==> config.mk <==
export PLATFORM = sky130hd
export DESIGN_NAME = regfile_mp_flat
export DESIGN_NICKNAME = d
export VERILOG_FILES = /design/src/rtl/regfile_pkg.sv /design/src/rtl/regfile_mp_if.sv /design/src/rtl/regfile_scoreboard.sv /design/src/rtl/regfile_mp.sv /design/src/flat_wrapper.sv
export SDC_FILE = /design/constraint.sdc
export NUM_CORES = 1
export LEC_CHECK = 0
export ABC_CLOCK_PERIOD_IN_PS = 4000
export CAP_MARGIN = 20
export CORE_ASPECT_RATIO = 2
export CORE_MARGIN = 3
export CORE_UTILIZATION = 41
export DETAILED_ROUTE_END_ITERATION = 7
export DONT_BUFFER_PORTS = 1
export GPL_ROUTABILITY_DRIVEN = 0
export GPL_TIMING_DRIVEN = 1
export REMOVE_ABC_BUFFERS = 1
export SETUP_SLACK_MARGIN = 0.05
export SYNTH_ARGS = -nofsm -noshare
export SYNTH_HDL_FRONTEND = slang
export SYNTH_SLANG_ARGS = --single-unit
==> constraint.sdc <==
create_clock -name Clk -period 4 [get_ports Clk]
set_input_delay 0.8 -clock Clk [delete_from_list [all_inputs] [get_ports Clk]]
set_output_delay 0.8 -clock Clk [all_outputs]
set_load 0.005 [all_outputs]
==> src/rtl/regfile_pkg.sv <==
// regfile_pkg: shared FSM encoding and address-width helper for the register file
package regfile_pkg;
    typedef enum logic {CLEAR, RUN} state_t;
    function automatic int clog2(input int n);
        int r;
        r = 0;
        while ((1 << r) < n) r++;
        return r;
    endfunction
endpackage

==> src/rtl/regfile_mp_if.sv <==
// regfile_mp_if: read, write and reservation bus of the register file
interface regfile_mp_if import regfile_pkg::*; #(
    parameter int WIDTH = 32,
    parameter int DEPTH = 32
);
    localparam int AW = clog2(DEPTH);
    logic [AW-1:0] RA, RB, RW, ResvAddr;
    logic [WIDTH-1:0] BusA, BusB, BusW;
    logic RegWr, Resv, PendA, PendB, Ready;
    modport master (
        output RA, RB, RW, BusW, RegWr, Resv, ResvAddr,
        input BusA, BusB, PendA, PendB, Ready
    );
    modport slave (
        input RA, RB, RW, BusW, RegWr, Resv, ResvAddr,
        output BusA, BusB, PendA, PendB, Ready
    );
endinterface

==> src/rtl/regfile_scoreboard.sv <==
// regfile_scoreboard: per-register pending bits with write-clear, reserve-set and forwarded status
module regfile_scoreboard #(
    parameter int DEPTH = 32,
    parameter int AW = 5,
    parameter int BYPASS = 1
) (
    input logic Clk,
    input logic Resetb,
    input logic Ready,
    input logic [AW-1:0] RA,
    input logic [AW-1:0] RB,
    input logic [AW-1:0] RW,
    input logic [AW-1:0] ResvAddr,
    input logic wrEn,
    input logic resvEn,
    output logic PendA,
    output logic PendB
);
    logic [DEPTH-1:0] pending;
    always_ff @(posedge Clk) begin
        if (!Resetb) begin
            pending <= '0;
        end else begin
            if (wrEn) pending[RW] <= 1'b0;
            if (resvEn) pending[ResvAddr] <= 1'b1;
        end
    end
    // A write in flight retires the producer unless a new one reserves in the same cycle
    assign PendA = Ready && pending[RA] &&
                   !(BYPASS != 0 && wrEn && RW == RA && !(resvEn && ResvAddr == RA));
    assign PendB = Ready && pending[RB] &&
                   !(BYPASS != 0 && wrEn && RW == RB && !(resvEn && ResvAddr == RB));
endmodule

==> src/rtl/regfile_mp.sv <==
// regfile_mp: 2R1W register file with clear-on-reset sequencer and pending scoreboard
module regfile_mp import regfile_pkg::*; #(
    parameter int WIDTH = 32,
    parameter int DEPTH = 32,
    parameter int ZERO_REG = 1,
    parameter int BYPASS = 1
) (
    input logic Clk,
    input logic Resetb,
    regfile_mp_if.slave bus
);
    localparam int AW = clog2(DEPTH);
    localparam logic [AW-1:0] LAST = AW'(DEPTH - 1);
    state_t state;
    logic [AW-1:0] ptr;
    logic ready;
    logic [WIDTH-1:0] mem [DEPTH];
    logic wrEn, resvEn;
    assign wrEn = bus.RegWr && ready && !(ZERO_REG != 0 && bus.RW == '0);
    assign resvEn = bus.Resv && ready && !(ZERO_REG != 0 && bus.ResvAddr == '0);
    always_ff @(posedge Clk) begin
        if (!Resetb) begin
            state <= CLEAR;
            ptr <= '0;
            ready <= 1'b0;
        end else if (state == CLEAR) begin
            ptr <= ptr + 1'b1;
            if (ptr == LAST) begin
                state <= RUN;
                ready <= 1'b1;
            end
        end
    end
    always_ff @(posedge Clk) begin
        if (Resetb) begin
            if (state == CLEAR) mem[ptr] <= '0;
            else if (wrEn) mem[bus.RW] <= bus.BusW;
        end
    end
    assign bus.BusA = (!ready || (ZERO_REG != 0 && bus.RA == '0)) ? '0 :
                      (BYPASS != 0 && wrEn && bus.RW == bus.RA) ? bus.BusW : mem[bus.RA];
    assign bus.BusB = (!ready || (ZERO_REG != 0 && bus.RB == '0)) ? '0 :
                      (BYPASS != 0 && wrEn && bus.RW == bus.RB) ? bus.BusW : mem[bus.RB];
    assign bus.Ready = ready;
    regfile_scoreboard #(.DEPTH(DEPTH), .AW(AW), .BYPASS(BYPASS)) scoreboard (
        .Clk(Clk),
        .Resetb(Resetb),
        .Ready(ready),
        .RA(bus.RA),
        .RB(bus.RB),
        .RW(bus.RW),
        .ResvAddr(bus.ResvAddr),
        .wrEn(wrEn),
        .resvEn(resvEn),
        .PendA(bus.PendA),
        .PendB(bus.PendB)
    );
endmodule

==> src/flat_wrapper.sv <==
// flat-port wrapper written by rule: the top's interface ports become plain ports
module regfile_mp_flat import regfile_pkg::*;
#(
    parameter int WIDTH = 32,
    parameter int DEPTH = 32,
    parameter int ZERO_REG = 1,
    parameter int BYPASS = 1
)
  (Clk, Resetb, bus_RA, bus_RB, bus_RW, bus_BusW, bus_RegWr, bus_Resv, bus_ResvAddr, bus_BusA, bus_BusB, bus_PendA, bus_PendB, bus_Ready);
  regfile_mp_if #(.WIDTH(WIDTH), .DEPTH(DEPTH)) bus_i ();
  input logic Clk;
  input logic Resetb;
  input wire logic [$bits(bus_i.RA)-1:0] bus_RA;
  input wire logic [$bits(bus_i.RB)-1:0] bus_RB;
  input wire logic [$bits(bus_i.RW)-1:0] bus_RW;
  input wire logic [$bits(bus_i.BusW)-1:0] bus_BusW;
  input wire logic [$bits(bus_i.RegWr)-1:0] bus_RegWr;
  input wire logic [$bits(bus_i.Resv)-1:0] bus_Resv;
  input wire logic [$bits(bus_i.ResvAddr)-1:0] bus_ResvAddr;
  output wire logic [$bits(bus_i.BusA)-1:0] bus_BusA;
  output wire logic [$bits(bus_i.BusB)-1:0] bus_BusB;
  output wire logic [$bits(bus_i.PendA)-1:0] bus_PendA;
  output wire logic [$bits(bus_i.PendB)-1:0] bus_PendB;
  output wire logic [$bits(bus_i.Ready)-1:0] bus_Ready;
  assign bus_i.RA = bus_RA;
  assign bus_i.RB = bus_RB;
  assign bus_i.RW = bus_RW;
  assign bus_i.BusW = bus_BusW;
  assign bus_i.RegWr = bus_RegWr;
  assign bus_i.Resv = bus_Resv;
  assign bus_i.ResvAddr = bus_ResvAddr;
  assign bus_BusA = bus_i.BusA;
  assign bus_BusB = bus_i.BusB;
  assign bus_PendA = bus_i.PendA;
  assign bus_PendB = bus_i.PendB;
  assign bus_Ready = bus_i.Ready;
  regfile_mp #(.WIDTH(WIDTH), .DEPTH(DEPTH), .ZERO_REG(ZERO_REG), .BYPASS(BYPASS)) u_core (.Clk(Clk), .Resetb(Resetb), .bus(bus_i));
endmodule
[After elaboration in Yosys (flattened, before gate mapping)]
Memories as Yosys holds them, arrays and structs flattened.
Index checks and enable logic that the tools add are counted.
Operators by class
  equal/unequal tests: 5
  order comparisons: 6
  add/subtract/negate cells: 1
  multiplexer cells: 27
  reductions and logical operators: 31
  bitwise gates (word level): 4
Operators with widths (count)
  $mux W32: 8
  $and A32 B32 Y32: 1
  $not A32 Y32: 1
  $or A32 B32 Y32: 1
  $reduce_or A32 Y1: 1
  $lt A5 B6 Y1 const B: 4
  $eq A5 B5 Y1: 4
  $logic_not A5 Y1: 4
  $logic_and A1 B1 Y1: 16
  $mux W1: 14
  $bmux W1 S5: 2
  $demux W1 S5: 2
  $ge A5 B1 Y1 const B: 2
  $logic_not A1 Y1: 7
  $add A5 B1 Y5 const B: 1
  $eq A5 B5 Y1 const B: 1
  $mux W5: 1
  $logic_or A1 B1 Y1: 2
  $reduce_and A2 Y1: 1
  $not A1 Y1: 1
Storage, ports and cells
  input bits: 56
  bits in writable memories: 1024
  memories: 1
  word-level logic and storage cells: 79
  output and inout bits: 67
  flip-flop bits (word level): 39
Memory list
  u_core.mem: words 32, width 32, read ports 2, clocked after Yosys merged registers in 0, wr ports 1, line regfile_mp.sv:17  | logic [WIDTH-1:0] mem [DEPTH];

[Depth between registers and ports, before layout]
  depth in word-level cells: 10
  gate-level depth with buffers: 10
  depth with buffers taken out: 5

[Modules after synthesis]
A second synthesis with hierarchy kept.
Second synthesis, totals
  cell total of the unflattened synthesis: 2959
  area, all modules: 51511.9 sq um
By module, submodules not included
  regfile_mp: sequential area each 30889.6 sq um, area each 49252.2 sq um, times used 1, cells an instance 2705
  regfile_scoreboard: sequential area each 640.6 sq um, area each 2259.7 sq um, times used 1, cells an instance 254

[Worst setup path before layout]
Ideal clock, no wire load.
  path kind: input -> register
  from: in bus_RW[3]
  to: mem u_core.mem[12][0], enable pin
  buffers on the path: 2
  stages: 7
  required time: 3.579 ns
  library setup time: 0.421 ns
  data arrival time: 3.677 ns
  slack: -0.098 ns
  cell sequence: clkbuf_1 nor3_1 a211oi_1 buf_2 mux2i_1 nand3_1 nor2_1
On the way
  longest elaborated chain between the ends: 9
  elaborated cells on any way between the ends: 10
  classes of those cells: mux: 6; reduce/logical: 4
Ends and longest elaborated chain
  start, declared: line flat_wrapper.sv:15  | input wire logic [$bits(bus_i.RW)-1:0] bus_RW;
  $logic_not A5 Y1: line regfile_mp.sv:19  | assign wrEn = bus.RegWr && ready && !(ZERO_REG != 0 && bus.RW == '0);
  $logic_not A1 Y1: line regfile_mp.sv:19
  $logic_and A1 B1 Y1: line regfile_mp.sv:19
  $mux W1: line regfile_mp.sv:37  | else if (wrEn) mem[bus.RW] <= bus.BusW;
  $mux W1: line regfile_mp.sv:36  | if (state == CLEAR) mem[ptr] <= '0;
  $mux W1: line regfile_mp.sv:35  | if (Resetb) begin
  $mux W1 (implied by the code): line regfile_mp.sv:37
  $reduce_or A32 Y1 (no source line)
  $mux W5 (no source line) / $mux W1 (equally long branches)
  end, declared: line regfile_mp.sv:17
Several ways; a longest one is shown, not always the timed one.

[Worst setup path in the final report]
  from: in bus_RA[0]
  to: out bus_BusA[7]
On the way
  longest elaborated chain between the ends: 4
  elaborated cells on any way between the ends: 7
  classes of those cells: eq/ne: 1; mux: 2; reduce/logical: 3; memory: 1
Ends and longest elaborated chain
  start, declared: line flat_wrapper.sv:13  | input wire logic [$bits(bus_i.RA)-1:0] bus_RA;
  parallel branches: the longest is 3 deep, another holds $mem_v2 Z32 W32
  $mux W32 (*): line regfile_mp.sv:40  | assign bus.BusA = (!ready || (ZERO_REG != 0 && bus.RA == '0)) ? '0 :
  end, declared: line flat_wrapper.sv:20  | output wire logic [$bits(bus_i.BusA)-1:0] bus_BusA;
Mark *: on every way between the ends.

==> summary.md <==
| Metric | Value |
|---|---|
| Gr ovfl total | 0 |
| Failing checks | slew limit, setup timing |
| Min Tclk post-route | 4.24 ns |
| CTS tree | built |
| WS Path Type | input pin to output pin |
| Die X | 254 um |
| Nets@finish | 2,919 |
| Leak | 17.3 nW |
| Pin count of the biggest net entering global routing | 331 |
| Clock Skews | 0.0266 ns |
| Outcome | complete, but fails checks |
| Clock latency on the worst-skew pair | 0.70 ns |
| Sequential cell area fraction in the yosys report | 62.3% |
| R2R setup slack | 0.61 ns |
| Cells after synthesis | 2,886 |
| Setup violations, final | 33 |
| Starting Density | 41.5% |
| Most frequent cells in the layout | edfxtp_1, mux4_2, mux2i_1, clkbuf_16, a211oi_1 |
| Pre-Repair DR Iteration Count | 5 |
| Num ports | 123 |
| Post-Synthesis Cell Area | 0.0506 mm2 |
| Worst R2R Start | u_core.bus.Ready |
| Vias in the first global route | 32,200 |
| Share of post-route cells with drive strength above 1 | 24.4% |
| Routed Antenna Nets | 0 |
| Reg2Reg Depth | 8 |
| # Post-CTS Setup Buffers | 0 |
| H-tree Lvls | 3 |
| Total number of vias | 31,000 |
| Clock-pin slew on the worst setup and hold paths | 0.07 ns |
| DP Worst Slack | 0.455 ns |
| Maximum VDD drop | 0.267 mV |
| Pins Over Slew Limit | 116 |
| Synth-to-Final Area Change | 11.6% |
| CP required | 3.20 ns |
| Post-synth EDFFs | 1,024 |
| Core Footprint | 0.122 mm2 |
| Crit. End Element | output pin |
| Clock Sinks | 1,063 |
| Global-route wire length before repair | 231,000 um |
| Synth warn | 0 |
| Cts hold-fix bufs | 0 |
| Max-cap check violation count | 0 |
| Per-cell routed wire length | 37.1 um |
| Die Y | 503 um |
| Final Hold Fails | 0 |
| Worst setup path startpoint | bus_RA[0] |
| Critical path peak fanout | 302 |
| PnR worst setup slack | -0.240 ns |
| WL final | 167,000 um |
| GRT Util Overall | 25.6% |
| Vias/cell | 6.90 |
| Final worst-path cycle share | 106% |
| Rows | 181 |
| CP Launch Type | input pin |
| Synthesized area per cell | 17.5 um2 |
| Peak Freq | 0.236 GHz |
| Clock buffer depth | 3 |
| WP data arrival | 3.44 ns |
| Yosys reg bits | 1,063 |
| Root Buffer | clkbuf_16 |
| Final Util | 46.3% |
| Reg2Reg Capture Point | u_core.mem[2][25] |
| Buffers on Ports | 0 |
| Die Area | 0.128 mm2 |
| P per Cell Area | 399 mW/mm2 |
| Count of cell types in the netlist | 58 |
| Worst hold path type | input pin to flop |
| Worst-Margin Slew | 1.64 ns |
| Worst setup endpoint | bus_BusA[7] |
| HPWL after DPL | 89,700 um |
| DRC Markers | 0 |
| Initial antenna violation count | 3 |
| Slew HR | -9.35% |
| Prevailing post-synth register cell | edfxtp_1 |
| RSZ-0062 raised after global routing | no |
| Num CTS Buffers | 93 |
| Worst hold slack | 0.229 ns |
| Starting DRT DRC Count | 3,826 |
| Post-CTS Resized | 0 |
| Asr flop ratio synth | 0% |
| Most common cell after layout, fill and taps aside | edfxtp_1 |
worst max-delay path: stages:
cell and delay [ns]:
mux4_2 0.98, nor2b_1 0.15, a211oi_1 0.23, buf_4 0.18
a211oi_1 0.05, a221o_1 0.33
metrics by stage:
stage                     setup TNS [ns]  area (um2)  instances  power, mW
final                              -6.36       56500       4496       22.5
after CTS                              0       56300       4485       22.5
after detailed placement               0       53200       4312       13.4
after global routing                   0       56500       4495       23.1
after global placement                 0       53200       4312       13.3
after floorplan                 -1761.30       49500       2638       13.0
area by class of cell:
class,count,area [um2]
Clock inverter,66,633
Inverter,4,15.0
Clock buffer,107,2440
Timing Repair Buffer,128,1680
Antenna cell,2,5.00
Fill cell,10100,65600
Multi-Input combinational cell,1571,18200
Tap cell,1555,1950
Sequential cell,1063,31500
routing by layer:
layer | vias up | GRT usage (%) | routed length, um
met5 | - | 0 | 0
met4 | 0 | 13.1 | 8930
met3 | 461 | 5.10 | 15000
met2 | 2020 | 44.5 | 85300
met1 | 16300 | 29.9 | 57700
li1 | 12200 | - | -
Yosys cell counts, types with 3 or more instances:
cell type	count	area [um2]
a211oi_1	96	721
a21boi_0	31	233
a21oi_1	33	165
a221o_1	32	320
a221oi_1	66	578
a22oi_1	66	495
a31oi_1	6	37.5
a32o_1	32	320
and2_1	38	238
and3_1	8	50.1
buf_1	8	30.0
buf_2	87	435
buf_4	17	128
buf_6	6	67.6
clkbuf_1	130	488
dfxtp_1	39	781
edfxtp_1	1024	30700
mux2i_1	324	3240
mux4_2	402	9050
nand2_1	74	278
nand2b_1	6	37.5
nand3_1	10	50.1
nand4_1	7	43.8
nor2_1	74	278
nor2b_1	40	250
nor3_1	6	30.0
nor4b_1	5	43.8
o21ai_0	93	465
o221ai_1	32	280
o22ai_1	32	200
o31ai_1	3	22.5
xnor2_1	17	149
xor2_1	6	52.6
sequential cells by signal (all words and copies together) (netlist names):
name / flops
u_core.ptr: 5
u_core.mem: 1024
u_core.state: 1
u_core.scoreboard.pending: 32
u_core.bus.Ready: 1
worst min path at each step:
stage	startpoint	end	slack [ns]	cells past startpoint
finish	Resetb	u_core.bus.Ready	0.23	1
global route	Resetb	u_core.bus.Ready	0.22	1
CTS	Resetb	u_core.state	0.18	1
detailed placement	u_core.scoreboard.pending[0]	u_core.scoreboard.pending[0]	0.48	1
global placement	u_core.scoreboard.pending[0]	u_core.scoreboard.pending[0]	0.47	1
floorplan	u_core.scoreboard.pending[0]	u_core.scoreboard.pending[0]	0.45	1
cell families (layout without fill, tap and decap cells):
group | after synthesis | after routing | share of synthesized area, %
adder cells (fa/ha/maj) | 2 | 2 | 0.0494
buffers and inverters | 252 | 305 | 2.30
multiplexers | 728 | 728 | 24.3
AND/OR/NAND/NOR | 286 | 286 | 2.85
flip-flops | 1063 | 1063 | 62.3
AO/OA/AOI/OAI | 532 | 532 | 7.77
XOR/XNOR | 23 | 23 | 0.398
other | 0 | 2 | 0
power breakdown:
part | switching, mW | total, mW | leakage [nW] | internal [mW]
sequential | 0.0308 | 12.1 | 9.27 | 12.1
clock | 4.18 | 9.29 | 1.50 | 5.11
combinational | 0.581 | 1.14 | 6.52 | 0.559
total | 4.79 | 22.5 | 17.3 | 17.8
(Power assumes the default switching activity.)
